===== src/rtl/k_and_s_pkg.sv =====
// Shared encodings for the K&S processor control path: decoded instruction
// set, control FSM states, ALU operation codes and the bundled strobe set
// that the control unit drives toward the datapath.
package k_and_s_pkg;

  // Instruction classes produced by the datapath's IR decoder.
  typedef enum logic [3:0] {
    I_NOP    = 4'd0,
    I_LOAD   = 4'd1,
    I_STORE  = 4'd2,
    I_MOVE   = 4'd3,
    I_ADD    = 4'd4,
    I_SUB    = 4'd5,
    I_AND    = 4'd6,
    I_OR     = 4'd7,
    I_BRANCH = 4'd8,
    I_BZERO  = 4'd9,
    I_BNZERO = 4'd10,
    I_BNEG   = 4'd11,
    I_BNNEG  = 4'd12,
    I_BOV    = 4'd13,
    I_BNOV   = 4'd14,
    I_HALT   = 4'd15
  } decoded_instruction_type;

  // Control FSM states.
  typedef enum logic [2:0] {
    S_FETCH       = 3'd0,
    S_DECODE      = 3'd1,
    S_EXEC_LOAD   = 3'd2,
    S_EXEC_STORE  = 3'd3,
    S_EXEC_MOVE   = 3'd4,
    S_EXEC_ALU    = 3'd5,
    S_EXEC_BRANCH = 3'd6,
    S_HALTED      = 3'd7
  } ctrl_state_t;

  // ALU operation select codes.
  localparam logic [1:0] ALU_OR  = 2'b00;
  localparam logic [1:0] ALU_ADD = 2'b01;
  localparam logic [1:0] ALU_SUB = 2'b10;
  localparam logic [1:0] ALU_AND = 2'b11;

  // Full set of control outputs, kept together so one default covers all.
  typedef struct packed {
    logic       branch;
    logic       pc_enable;
    logic       ir_enable;
    logic       addr_sel;
    logic       c_sel;
    logic [1:0] operation;
    logic       write_reg_enable;
    logic       flags_reg_enable;
    logic       ram_write_enable;
    logic       halt;
  } ctrl_out_t;

  localparam ctrl_out_t CTRL_IDLE = '0;

  // ALU code for an arithmetic/logic instruction; OR for anything else.
  function automatic logic [1:0] alu_op_of(input decoded_instruction_type instr);
    logic [1:0] op;
    op = ALU_OR;
    case (instr)
      I_ADD:   op = ALU_ADD;
      I_SUB:   op = ALU_SUB;
      I_AND:   op = ALU_AND;
      default: op = ALU_OR;
    endcase
    return op;
  endfunction

  // Whether a branch instruction is taken given the committed flags.
  // BOV/BNOV look at the unsigned overflow flag only.
  function automatic logic branch_taken(input decoded_instruction_type instr,
                                        input logic zero_op,
                                        input logic neg_op,
                                        input logic unsigned_overflow);
    logic taken;
    taken = 1'b0;
    case (instr)
      I_BRANCH: taken = 1'b1;
      I_BZERO:  taken = zero_op;
      I_BNZERO: taken = ~zero_op;
      I_BNEG:   taken = neg_op;
      I_BNNEG:  taken = ~neg_op;
      I_BOV:    taken = unsigned_overflow;
      I_BNOV:   taken = ~unsigned_overflow;
      default:  taken = 1'b0;
    endcase
    return taken;
  endfunction

endpackage


===== src/rtl/control_unit_if.sv =====
// Control/datapath link: decode and flags travel from the datapath (master)
// to the control unit (slave); strobes and selects travel back.
interface control_unit_if;
  import k_and_s_pkg::*;

  decoded_instruction_type decoded_instruction;
  logic                    zero_op;
  logic                    neg_op;
  logic                    unsigned_overflow;
  logic                    signed_overflow;

  logic                    branch;
  logic                    pc_enable;
  logic                    ir_enable;
  logic                    addr_sel;
  logic                    c_sel;
  logic [1:0]              operation;
  logic                    write_reg_enable;
  logic                    flags_reg_enable;
  logic                    ram_write_enable;
  logic                    halt;

  // Datapath side.
  modport master (
    output decoded_instruction, zero_op, neg_op, unsigned_overflow, signed_overflow,
    input  branch, pc_enable, ir_enable, addr_sel, c_sel, operation,
           write_reg_enable, flags_reg_enable, ram_write_enable, halt
  );

  // Control unit side.
  modport slave (
    input  decoded_instruction, zero_op, neg_op, unsigned_overflow, signed_overflow,
    output branch, pc_enable, ir_enable, addr_sel, c_sel, operation,
           write_reg_enable, flags_reg_enable, ram_write_enable, halt
  );

endinterface


===== src/rtl/control_unit.sv =====
// K&S control unit: multi-cycle FETCH/DECODE/EXEC sequencer with Moore
// outputs. A run flag, cleared asynchronously by reset, holds every output
// at zero until the first rising edge after reset release, so the first
// FETCH cycle starts on that edge and a reset pulse silences strobes at once.
module control_unit
  import k_and_s_pkg::*;
(
  input  logic         clk,
  input  logic         rst_n,
  control_unit_if.slave cu
);

  ctrl_state_t state_reg;
  ctrl_state_t state_next;
  logic        run_reg;
  ctrl_out_t   out;

  // State register and run flag; reset forces FETCH without waiting for clk.
  always_ff @(posedge clk or negedge rst_n) begin
    if (!rst_n) begin
      state_reg <= S_FETCH;
      run_reg   <= 1'b0;
    end else begin
      run_reg <= 1'b1;
      if (run_reg) begin
        state_reg <= state_next;
      end
    end
  end

  // Next-state decision; DECODE dispatches on the settled instruction.
  always_comb begin
    state_next = state_reg;
    case (state_reg)
      S_FETCH: state_next = S_DECODE;
      S_DECODE: begin
        case (cu.decoded_instruction)
          I_LOAD:   state_next = S_EXEC_LOAD;
          I_STORE:  state_next = S_EXEC_STORE;
          I_MOVE:   state_next = S_EXEC_MOVE;
          I_ADD, I_SUB, I_AND, I_OR:
                    state_next = S_EXEC_ALU;
          I_BRANCH, I_BZERO, I_BNZERO, I_BNEG, I_BNNEG, I_BOV, I_BNOV:
                    state_next = S_EXEC_BRANCH;
          I_HALT:   state_next = S_HALTED;
          default:  state_next = S_FETCH;
        endcase
      end
      S_EXEC_LOAD,
      S_EXEC_STORE,
      S_EXEC_MOVE,
      S_EXEC_ALU,
      S_EXEC_BRANCH: state_next = S_FETCH;
      S_HALTED:      state_next = S_HALTED;
      default:       state_next = S_FETCH;
    endcase
  end

  // Output decode from state (plus instruction/flags in EXEC states).
  always_comb begin
    out = CTRL_IDLE;
    if (run_reg) begin
      case (state_reg)
        S_FETCH: begin
          out.addr_sel  = 1'b0;
          out.ir_enable = 1'b1;
        end
        S_DECODE: begin
          out.pc_enable = 1'b1;
          out.branch    = 1'b0;
        end
        S_EXEC_LOAD: begin
          out.addr_sel         = 1'b1;
          out.c_sel            = 1'b0;
          out.write_reg_enable = 1'b1;
        end
        S_EXEC_STORE: begin
          out.addr_sel         = 1'b1;
          out.ram_write_enable = 1'b1;
        end
        S_EXEC_MOVE: begin
          // MOVE passes the operand through the ALU as an OR with zero
          // and must leave the flags untouched.
          out.operation        = ALU_OR;
          out.c_sel            = 1'b1;
          out.write_reg_enable = 1'b1;
          out.flags_reg_enable = 1'b0;
        end
        S_EXEC_ALU: begin
          out.operation        = alu_op_of(cu.decoded_instruction);
          out.c_sel            = 1'b1;
          out.write_reg_enable = 1'b1;
          out.flags_reg_enable = 1'b1;
        end
        S_EXEC_BRANCH: begin
          // A target equal to PC+1 is simply loaded like any other target.
          if (branch_taken(cu.decoded_instruction, cu.zero_op, cu.neg_op,
                           cu.unsigned_overflow)) begin
            out.pc_enable = 1'b1;
            out.branch    = 1'b1;
          end
        end
        S_HALTED: begin
          out.halt = 1'b1;
        end
        default: out = CTRL_IDLE;
      endcase
    end
  end

  assign cu.branch           = out.branch;
  assign cu.pc_enable        = out.pc_enable;
  assign cu.ir_enable        = out.ir_enable;
  assign cu.addr_sel         = out.addr_sel;
  assign cu.c_sel            = out.c_sel;
  assign cu.operation        = out.operation;
  assign cu.write_reg_enable = out.write_reg_enable;
  assign cu.flags_reg_enable = out.flags_reg_enable;
  assign cu.ram_write_enable = out.ram_write_enable;
  assign cu.halt             = out.halt;

  // signed_overflow is carried on the link but no branch condition uses it.
  logic unused_ok;
  assign unused_ok = cu.signed_overflow;

endmodule


===== src/flat_wrapper.sv =====
// flat-port wrapper written by rule: the top's interface ports become plain ports
module control_unit_flat import k_and_s_pkg::*;
  (clk, rst_n, cu_decoded_instruction, cu_zero_op, cu_neg_op, cu_unsigned_overflow, cu_signed_overflow, cu_branch, cu_pc_enable, cu_ir_enable, cu_addr_sel, cu_c_sel, cu_operation, cu_write_reg_enable, cu_flags_reg_enable, cu_ram_write_enable, cu_halt);
  control_unit_if cu_i ();
  input  logic clk;
  input  logic rst_n;
  input wire logic [$bits(cu_i.decoded_instruction)-1:0] cu_decoded_instruction;
  input wire logic [$bits(cu_i.zero_op)-1:0] cu_zero_op;
  input wire logic [$bits(cu_i.neg_op)-1:0] cu_neg_op;
  input wire logic [$bits(cu_i.unsigned_overflow)-1:0] cu_unsigned_overflow;
  input wire logic [$bits(cu_i.signed_overflow)-1:0] cu_signed_overflow;
  output wire logic [$bits(cu_i.branch)-1:0] cu_branch;
  output wire logic [$bits(cu_i.pc_enable)-1:0] cu_pc_enable;
  output wire logic [$bits(cu_i.ir_enable)-1:0] cu_ir_enable;
  output wire logic [$bits(cu_i.addr_sel)-1:0] cu_addr_sel;
  output wire logic [$bits(cu_i.c_sel)-1:0] cu_c_sel;
  output wire logic [$bits(cu_i.operation)-1:0] cu_operation;
  output wire logic [$bits(cu_i.write_reg_enable)-1:0] cu_write_reg_enable;
  output wire logic [$bits(cu_i.flags_reg_enable)-1:0] cu_flags_reg_enable;
  output wire logic [$bits(cu_i.ram_write_enable)-1:0] cu_ram_write_enable;
  output wire logic [$bits(cu_i.halt)-1:0] cu_halt;
  assign cu_i.decoded_instruction = cu_decoded_instruction;
  assign cu_i.zero_op = cu_zero_op;
  assign cu_i.neg_op = cu_neg_op;
  assign cu_i.unsigned_overflow = cu_unsigned_overflow;
  assign cu_i.signed_overflow = cu_signed_overflow;
  assign cu_branch = cu_i.branch;
  assign cu_pc_enable = cu_i.pc_enable;
  assign cu_ir_enable = cu_i.ir_enable;
  assign cu_addr_sel = cu_i.addr_sel;
  assign cu_c_sel = cu_i.c_sel;
  assign cu_operation = cu_i.operation;
  assign cu_write_reg_enable = cu_i.write_reg_enable;
  assign cu_flags_reg_enable = cu_i.flags_reg_enable;
  assign cu_ram_write_enable = cu_i.ram_write_enable;
  assign cu_halt = cu_i.halt;
  control_unit u_core (.clk(clk), .rst_n(rst_n), .cu(cu_i));
endmodule

===== config.mk =====
export PLATFORM = sky130hd
export DESIGN_NAME = control_unit_flat
export DESIGN_NICKNAME = d
export VERILOG_FILES = /design/src/rtl/k_and_s_pkg.sv /design/src/rtl/control_unit_if.sv /design/src/rtl/control_unit.sv /design/src/flat_wrapper.sv
export SDC_FILE = /design/constraint.sdc
export NUM_CORES = 1
export LEC_CHECK = 0
export CORE_AREA = 2 2 39 41
export CTS_BUF_LIST = sky130_fd_sc_hd__clkbuf_8
export DETAILED_ROUTE_END_ITERATION = 7
export DIE_AREA = 0 0 41 43
export PLACE_DENSITY_LB_ADDON = 0.2
export SLEW_MARGIN = 20
export SYNTH_ARGS = -nofsm -noshare
export SYNTH_HDL_FRONTEND = slang
export SYNTH_SLANG_ARGS = --single-unit

===== constraint.sdc =====
create_clock -name clk -period 1.14 [get_ports clk]
set_input_delay 0.114 -clock clk [delete_from_list [all_inputs] [get_ports clk]]
set_output_delay 0.114 -clock clk [all_outputs]
set_load 0.05 [all_outputs]

==> results of run 1 <==
[cells in the final DEF, fill, tap and decap left out, drive strengths merged, types with 3 or more instances in the layout]
master	synthesis	routed
dlygate4sd2	0	3
dfrtp	4	4
nand2	4	4
buf	2	30
a21oi	5	5
a21boi	3	3
clkdlybuf4s50	0	3
o22ai	3	3
nor2	4	4
inv	6	6
ha	6	6
clkbuf	0	3
[layer usage]
metal,part of all wire,vias to the layer above,wire (um)
met5,0,-,0
met1,0.38,265,525
li1,-,282,-
met2,0.57,12,781
met3,0.044,0,60
met4,0,0,0
[timing repair]
action,CTS,global route
buffers inserted,4,2
pin swaps,7,6
endpoints found under the setup margin,14,14
gates resized for setup,27,14
[kinds of logic after synthesis]
group / synth area share
compound gates: 0.2395
fa+ha+maj: 0.1579
buf+inv: 0.06842
flops: 0.2105
mux: 0.04211
other cells: 0.007887
simple gates: 0.2737
[cell type report]
class | count | area, sq um
clock buffers | 3 | 41.29
fillers | 91 | 290.3
inverters | 6 | 27.53
multi-input cells | 47 | 481.7
flip-flops and latches | 4 | 101.3
well taps | 16 | 20.02
repair buffers | 36 | 421.7
[worst max-delay path, delay by kind of cell, from the launching register on]
kind / cells / cell delay [ns]
flip-flops: 1 / 0.42
AND/OR/NAND/NOR: 1 / 0.34
AO/OA/AOI/OAI: 2 / 0.23
buffers and inverters: 1 / 0.15
[metrics by stage]
| stage | util | TNS [ns] |
|---|---|---|
| floorplan | - | -0.7441 |
| global placement | 0.6582 | -2.947 |
| detailed placement | 0.6582 | -3.162 |
| CTS | 0.7514 | -2.935 |
| global route | 0.7902 | -3.545 |
| finish | 0.7902 | -2.945 |
[where the power goes]
part	total, mW	switching (mW)	internal (mW)
logic	1.42	0.688	0.733
registers	0.265	0.0684	0.196
clock network	0.285	0.0614	0.224
[final timing paths]
kind                                                start                   to  slack (ns)  depth (start not counted)
worst min register to register        u_core.state_reg[1]  u_core.state_reg[1]        0.69                          3
min in group clk                cu_decoded_instruction[0]  u_core.state_reg[2]        0.47                          4
worst max register to register        u_core.state_reg[2]  u_core.state_reg[0]       -0.14                          5
worst max-delay path                  u_core.state_reg[2]         cu_pc_enable       -0.33                          4
max in group asynchronous                           rst_n  u_core.state_reg[0]        0.87                          1
worst min-delay path                                rst_n  u_core.state_reg[1]        0.10                          1
==> implementation parameters, run 1 <==
Parameter                              Value

Timing
  Count of endpoints failing hold in the final timing report    0
  Top achievable clock speed    0.6803 GHz
  Setup repair after global routing missed its margin    true
  Time the worst path needs with I/O delays and setup    1.470 ns
  Final Cycle Share    1.289
  Worst setup margin    -0.3299 ns
  Hold_ws    0.1003 ns
  Post-Route Skew    0.0006614 ns
  Final count of negative-setup-slack endpoints    14
  Final Max Slew Viols    0

Detailed routing
  Detail Route Antenna Nets    0
  Post-Route WL    1.367 mm
  Count of vias placed by the detailed router    559
  Mean routed wirelength per cell    12.21 um
  DR DRC count    0
  Number of vias per cell    4.991
  First-pass iteration count of the detailed router    1
  Number of DRC violations after detailed-routing iteration 0    0

Clock network
  Maximum buffer depth of the clock tree    2
  Number of buffers created by CTS    3
  Clock tree from TritonCTS    built
  Clk pin slew, worst setup/hold paths    0.03 ns
  Hold buffers post-CTS    0
  Sink count of the clock tree    4
  Worst-Skew Late Latency    0.21 ns
  Number of H-tree branching levels    1
  Clock root buffer master    clkbuf_8

Worst setup path
  CP Cell Sequence    and4bb_1 -> a21oi_1 -> a21oi_4 -> buf_12
  Critical path arrival    1.36 ns
  Slowest library cell on the worst path    dfrtp_1
  Critical Path Fanout Max    5
  Setup Crit Path Kind    reg2out
  Worst Path Required    1.03 ns
  Crit path largest cell delay    0.42 ns
  Kind of launch point of the worst setup path    flop
  Critical path capture point type    output port

Synth
  Yosys reg bits    4
  Mapped Nets    75
  Top cell type's share of synthesized area    0.2105
  Dominant cell type by area after synthesis    dfrtp_1
  Post-Syn Area per Cell    8.059 sq um
  Number of synthesized flops with an enable pin    0
  Synth warnings    0
  Most frequently used flop master after synthesis    dfrtp_1
  Cells taking the most area after synthesis    dfrtp_1 (21%), ha_1 (16%), a21oi_1 (5.3%)
  Sequential-to-total area share from yosys stat    0.2105
  Async set or reset register ratio after synthesis    1.000
  Cell Area, Synth    475.5 sq um
  Post-Synthesis Cells    59
  Cell variety after synth    29
  List of most frequent post-synthesis cells    ha_1 (6), inv_1 (6), a21oi_1 (5)

Pwr
  Static power due to leakage    0.4626 nW
  Power after layout    1.971 mW
  VDD IR-drop max    1.106 mV
  Power per unit of standard cell area    1803 mW/mm^2

Cells and area
  Final antenna diode count    0
  Post-route insts no fill    112
  Area delta synth->final    130.0%
  Final nets    114
  Post-route cell area    0.001094 sq mm
  Largest register FFs    3
  Fraction of final layout cells with drive strength greater than 1    0.6458

Worst hold path
  Min-delay worst type    in2async

Place
  # port buffers    19
  Total placed cells including tap cells    104
  Post-DP Area    910.9 sq um
  Routability congestion estimate    0.7304
  Estimated wirelength of the detail-placed design    1.026 mm
  Pre-CTS worst setup slack    -0.6159 ns

Die
  Number of I/O pins    21
  Core Box Area    0.001384 sq mm
  Starting utilization of the core area    0.3436
  Floorplan row count    14
  Die width    41 um
  Overall die area    0.001763 sq mm
  Die span in y    43 um

Global route
  Met3 Track Usage GR    0.01571
  Vias in the first global route    543
  Pin count of the biggest net entering global routing    8
  Met2 usage    0.3156
  Most Used Layer, Global Route    met2
  Total gr overflow    0
  Met1 track demand over resource    0.2026
  Wire length of the first global-routing pass    2.145 mm
  Number of antenna violations at the first check in global routing    0
  All-Layer GR Usage    0.1736

Run status
  Failing checks    negative setup slack
  Status    finished, violations left

Run
  Reported max-cap violation count    0
Power figures use the tool's default switching activity.
==> run 2, diff against run 1 <==
--- a/config.mk
+++ b/config.mk
@@ -5,6 +5,7 @@
 export SDC_FILE = /design/constraint.sdc
 export NUM_CORES = 1
 export LEC_CHECK = 0
+export CAP_MARGIN = 20
 export CORE_AREA = 2 2 39 41
 export CTS_BUF_LIST = sky130_fd_sc_hd__clkbuf_8
 export DETAILED_ROUTE_END_ITERATION = 7
==> constraint.sdc (replaced) <==
create_clock -name clk -period 1.7 [get_ports clk]
set_input_delay 0.17 -clock clk [delete_from_list [all_inputs] [get_ports clk]]
set_output_delay 0.17 -clock clk [all_outputs]
set_load 0.05 [all_outputs]
==> implementation parameters, run 2 (synthesis gave the netlist of run 1 again) <==
Parameter                              Value

Detailed routing
  First-pass iteration count of the detailed router    4 (was 1)
  Mean routed wirelength per cell    11.51 um (was 12.21 um)
  Number of DRC violations after detailed-routing iteration 0    11 (was 0)
  DR DRC count    0 (unchanged)
  Detail Route Antenna Nets    0 (unchanged)
  Count of vias placed by the detailed router    508 (was 559)
  Post-Route WL    1.163 mm (was 1.367 mm)
  Number of vias per cell    5.030 (was 4.991)

Die
  Floorplan row count    14 (unchanged)
  Core Box Area    0.001384 sq mm (unchanged)
  Overall die area    0.001763 sq mm (unchanged)
  Die width    41 um (unchanged)
  Die span in y    43 um (unchanged)
  Number of I/O pins    21 (unchanged)
  Starting utilization of the core area    0.3436 (unchanged)

Place
  Routability congestion estimate    0.8031 (was 0.7304)
  # port buffers    19 (unchanged)
  Post-DP Area    834.6 sq um (was 910.9 sq um)
  Estimated wirelength of the detail-placed design    907.8 um (was 1.026 mm)

Worst setup path
  Critical path capture point type    output port (unchanged)
  Critical Path Fanout Max    10 (was 5)
  Setup Crit Path Kind    reg2out (unchanged)
  R2r worst-path depth    3 (was 5)
  Kind of launch point of the worst setup path    flop (unchanged)
  Worst Path Required    1.53 ns (was 1.03 ns)
  Critical path arrival    1.43 ns (was 1.36 ns)

Cells and area
  Leading cell type in the layout, fill and taps excluded    buf_12 (was buf_4)
  Post-route cell area    893.4 sq um (was 0.001094 sq mm)
  Fraction of final layout cells with drive strength greater than 1    0.3647 (was 0.6458)
  Leading cell types in the layout, fill and taps excluded    buf_12 (11), ha_1 (6), buf_4 (6), clkdlybuf4s50_1 (5) (was buf_4 (15), buf_12 (11))
  Area delta synth->final    87.89% (was 130.0%)
  Largest register FFs    3 (unchanged)
  Final antenna diode count    0 (unchanged)
  Util after Layout    0.6456 (was 0.7902)
  Final nets    103 (was 114)
  Number of filler cells placed in the layout    121 (was 91)

Clock network
  Clk pin slew, worst setup/hold paths    0.03 ns (about the same)
  Clock root buffer master    clkbuf_8 (unchanged)
  Clock tree from TritonCTS    built (unchanged)
  Post-CTS setup repair buffer count    0 (was 4)
  Sink count of the clock tree    4 (unchanged)
  Worst-Skew Late Latency    0.21 ns (about the same)
  Maximum buffer depth of the clock tree    2 (unchanged)
  Number of H-tree branching levels    1 (unchanged)
  Number of buffers created by CTS    3 (unchanged)

Worst hold path
  Min-delay worst type    in2async (unchanged)

Timing
  Final total negative setup slack    0 ns (was -2.945 ns)
  Final Max Slew Viols    0 (unchanged)
  Post-Route Skew    0.0005826 ns (was 0.0006614 ns)
  Time the worst path needs with I/O delays and setup    1.602 ns
  Count of endpoints failing hold in the final timing report    0 (unchanged)
  Final count of negative-setup-slack endpoints    0 (was 14)
  Final Cycle Share    0.9425
  Hold_ws    0.1517 ns (was 0.1003 ns)
  Top achievable clock speed    0.6242 GHz

Run
  Reported max-cap violation count    0 (unchanged)

Global route
  Wire length of the first global-routing pass    1.994 mm (was 2.145 mm)
  Total gr overflow    0 (unchanged)
  All-Layer GR Usage    0.1665 (was 0.1736)
  Number of antenna violations at the first check in global routing    0 (unchanged)
  Pin count of the biggest net entering global routing    11 (was 8)
  Vias in the first global route    515 (was 543)

Pwr
  Power per unit of standard cell area    1142 mW/mm^2 (was 1803 mW/mm^2)
  VDD IR-drop max    0.9005 mV (was 1.106 mV)
  Static power due to leakage    0.4027 nW (was 0.4626 nW)
  Power after layout    1.020 mW (was 1.971 mW)

Run status
  Status    complete, no violations (was finished, violations left)
==> run 2: cell count changes in the layout (fill, tap and decap cells not counted), moves of 3 or more <==
cell    before  now
buf_4       15    6
ha_1         2    6
ha_4         3    0
nor2_1       0    4
nor2_4       3    0
==> run 2: per-layer routing <==
| metal | GRT usage | wire length, um |
|---|---|---|
| met5 | 0 | 0 |
| met2 | 0.2406 | 598 |
| met1 | 0.2124 | 497 |
| met4 | 0.1133 | 25 |
| met3 | 0.03141 | 42 |
==> run 2: final cells by class <==
cell class | instances | area (sq um) | area share
Sequential cell | 4 | 102.6 | 0.1148
Multi-Input combinational cell | 47 | 361.6 | 0.4048
Tap cell | 16 | 20.02 | 0.02241
Timing Repair Buffer | 25 | 345.3 | 0.3866
Inverter | 6 | 22.52 | 0.02521
Clock buffer | 3 | 41.29 | 0.04622
==> run 2: metrics by stage <==
stage / setup slack [ns] / cells
finish: 0.09783 / 101
global route: -0.006016 / 101
CTS: 0.01058 / 101
detailed placement: -0.1599 / 98
global placement: -0.1029 / 98
floorplan: 0.04196 / 59
==> run 2: report_power, final <==
group          total, mW  switching (mW)  internal [mW]
logic              0.605           0.314          0.291
clock network      0.195          0.0449          0.151
registers          0.220          0.0858          0.134
total               1.02           0.445          0.575
==> run 2: timing repair <==
action	in CTS	in global routing
hold buffers	0	0
setup endpoints to repair	4	2
pin swaps	1	0
resized for setup	5	5
cloned	0	0
==> run 2: critical path: stages, from the launching register on <==
cell     delay (ns)
dfrtp_1        0.48
nor2b_2        0.24
a41oi_1        0.16
a21oi_2        0.19
buf_12         0.16
==> run 2: path summary, 6_finish.rpt <==
| kind | from | end | slack (ns) |
|---|---|---|---|
| max | u_core.run_reg | cu_pc_enable | 0.1 |
| min | rst_n | u_core.run_reg | 0.15 |
| max reg2reg | u_core.run_reg | u_core.state_reg[0] | 0.46 |
| min reg2reg | u_core.state_reg[1] | u_core.state_reg[1] | 0.67 |
| max in group asynchronous | rst_n | u_core.state_reg[0] | 1.38 |
| min in group clk | cu_decoded_instruction[2] | u_core.state_reg[2] | 0.42 |
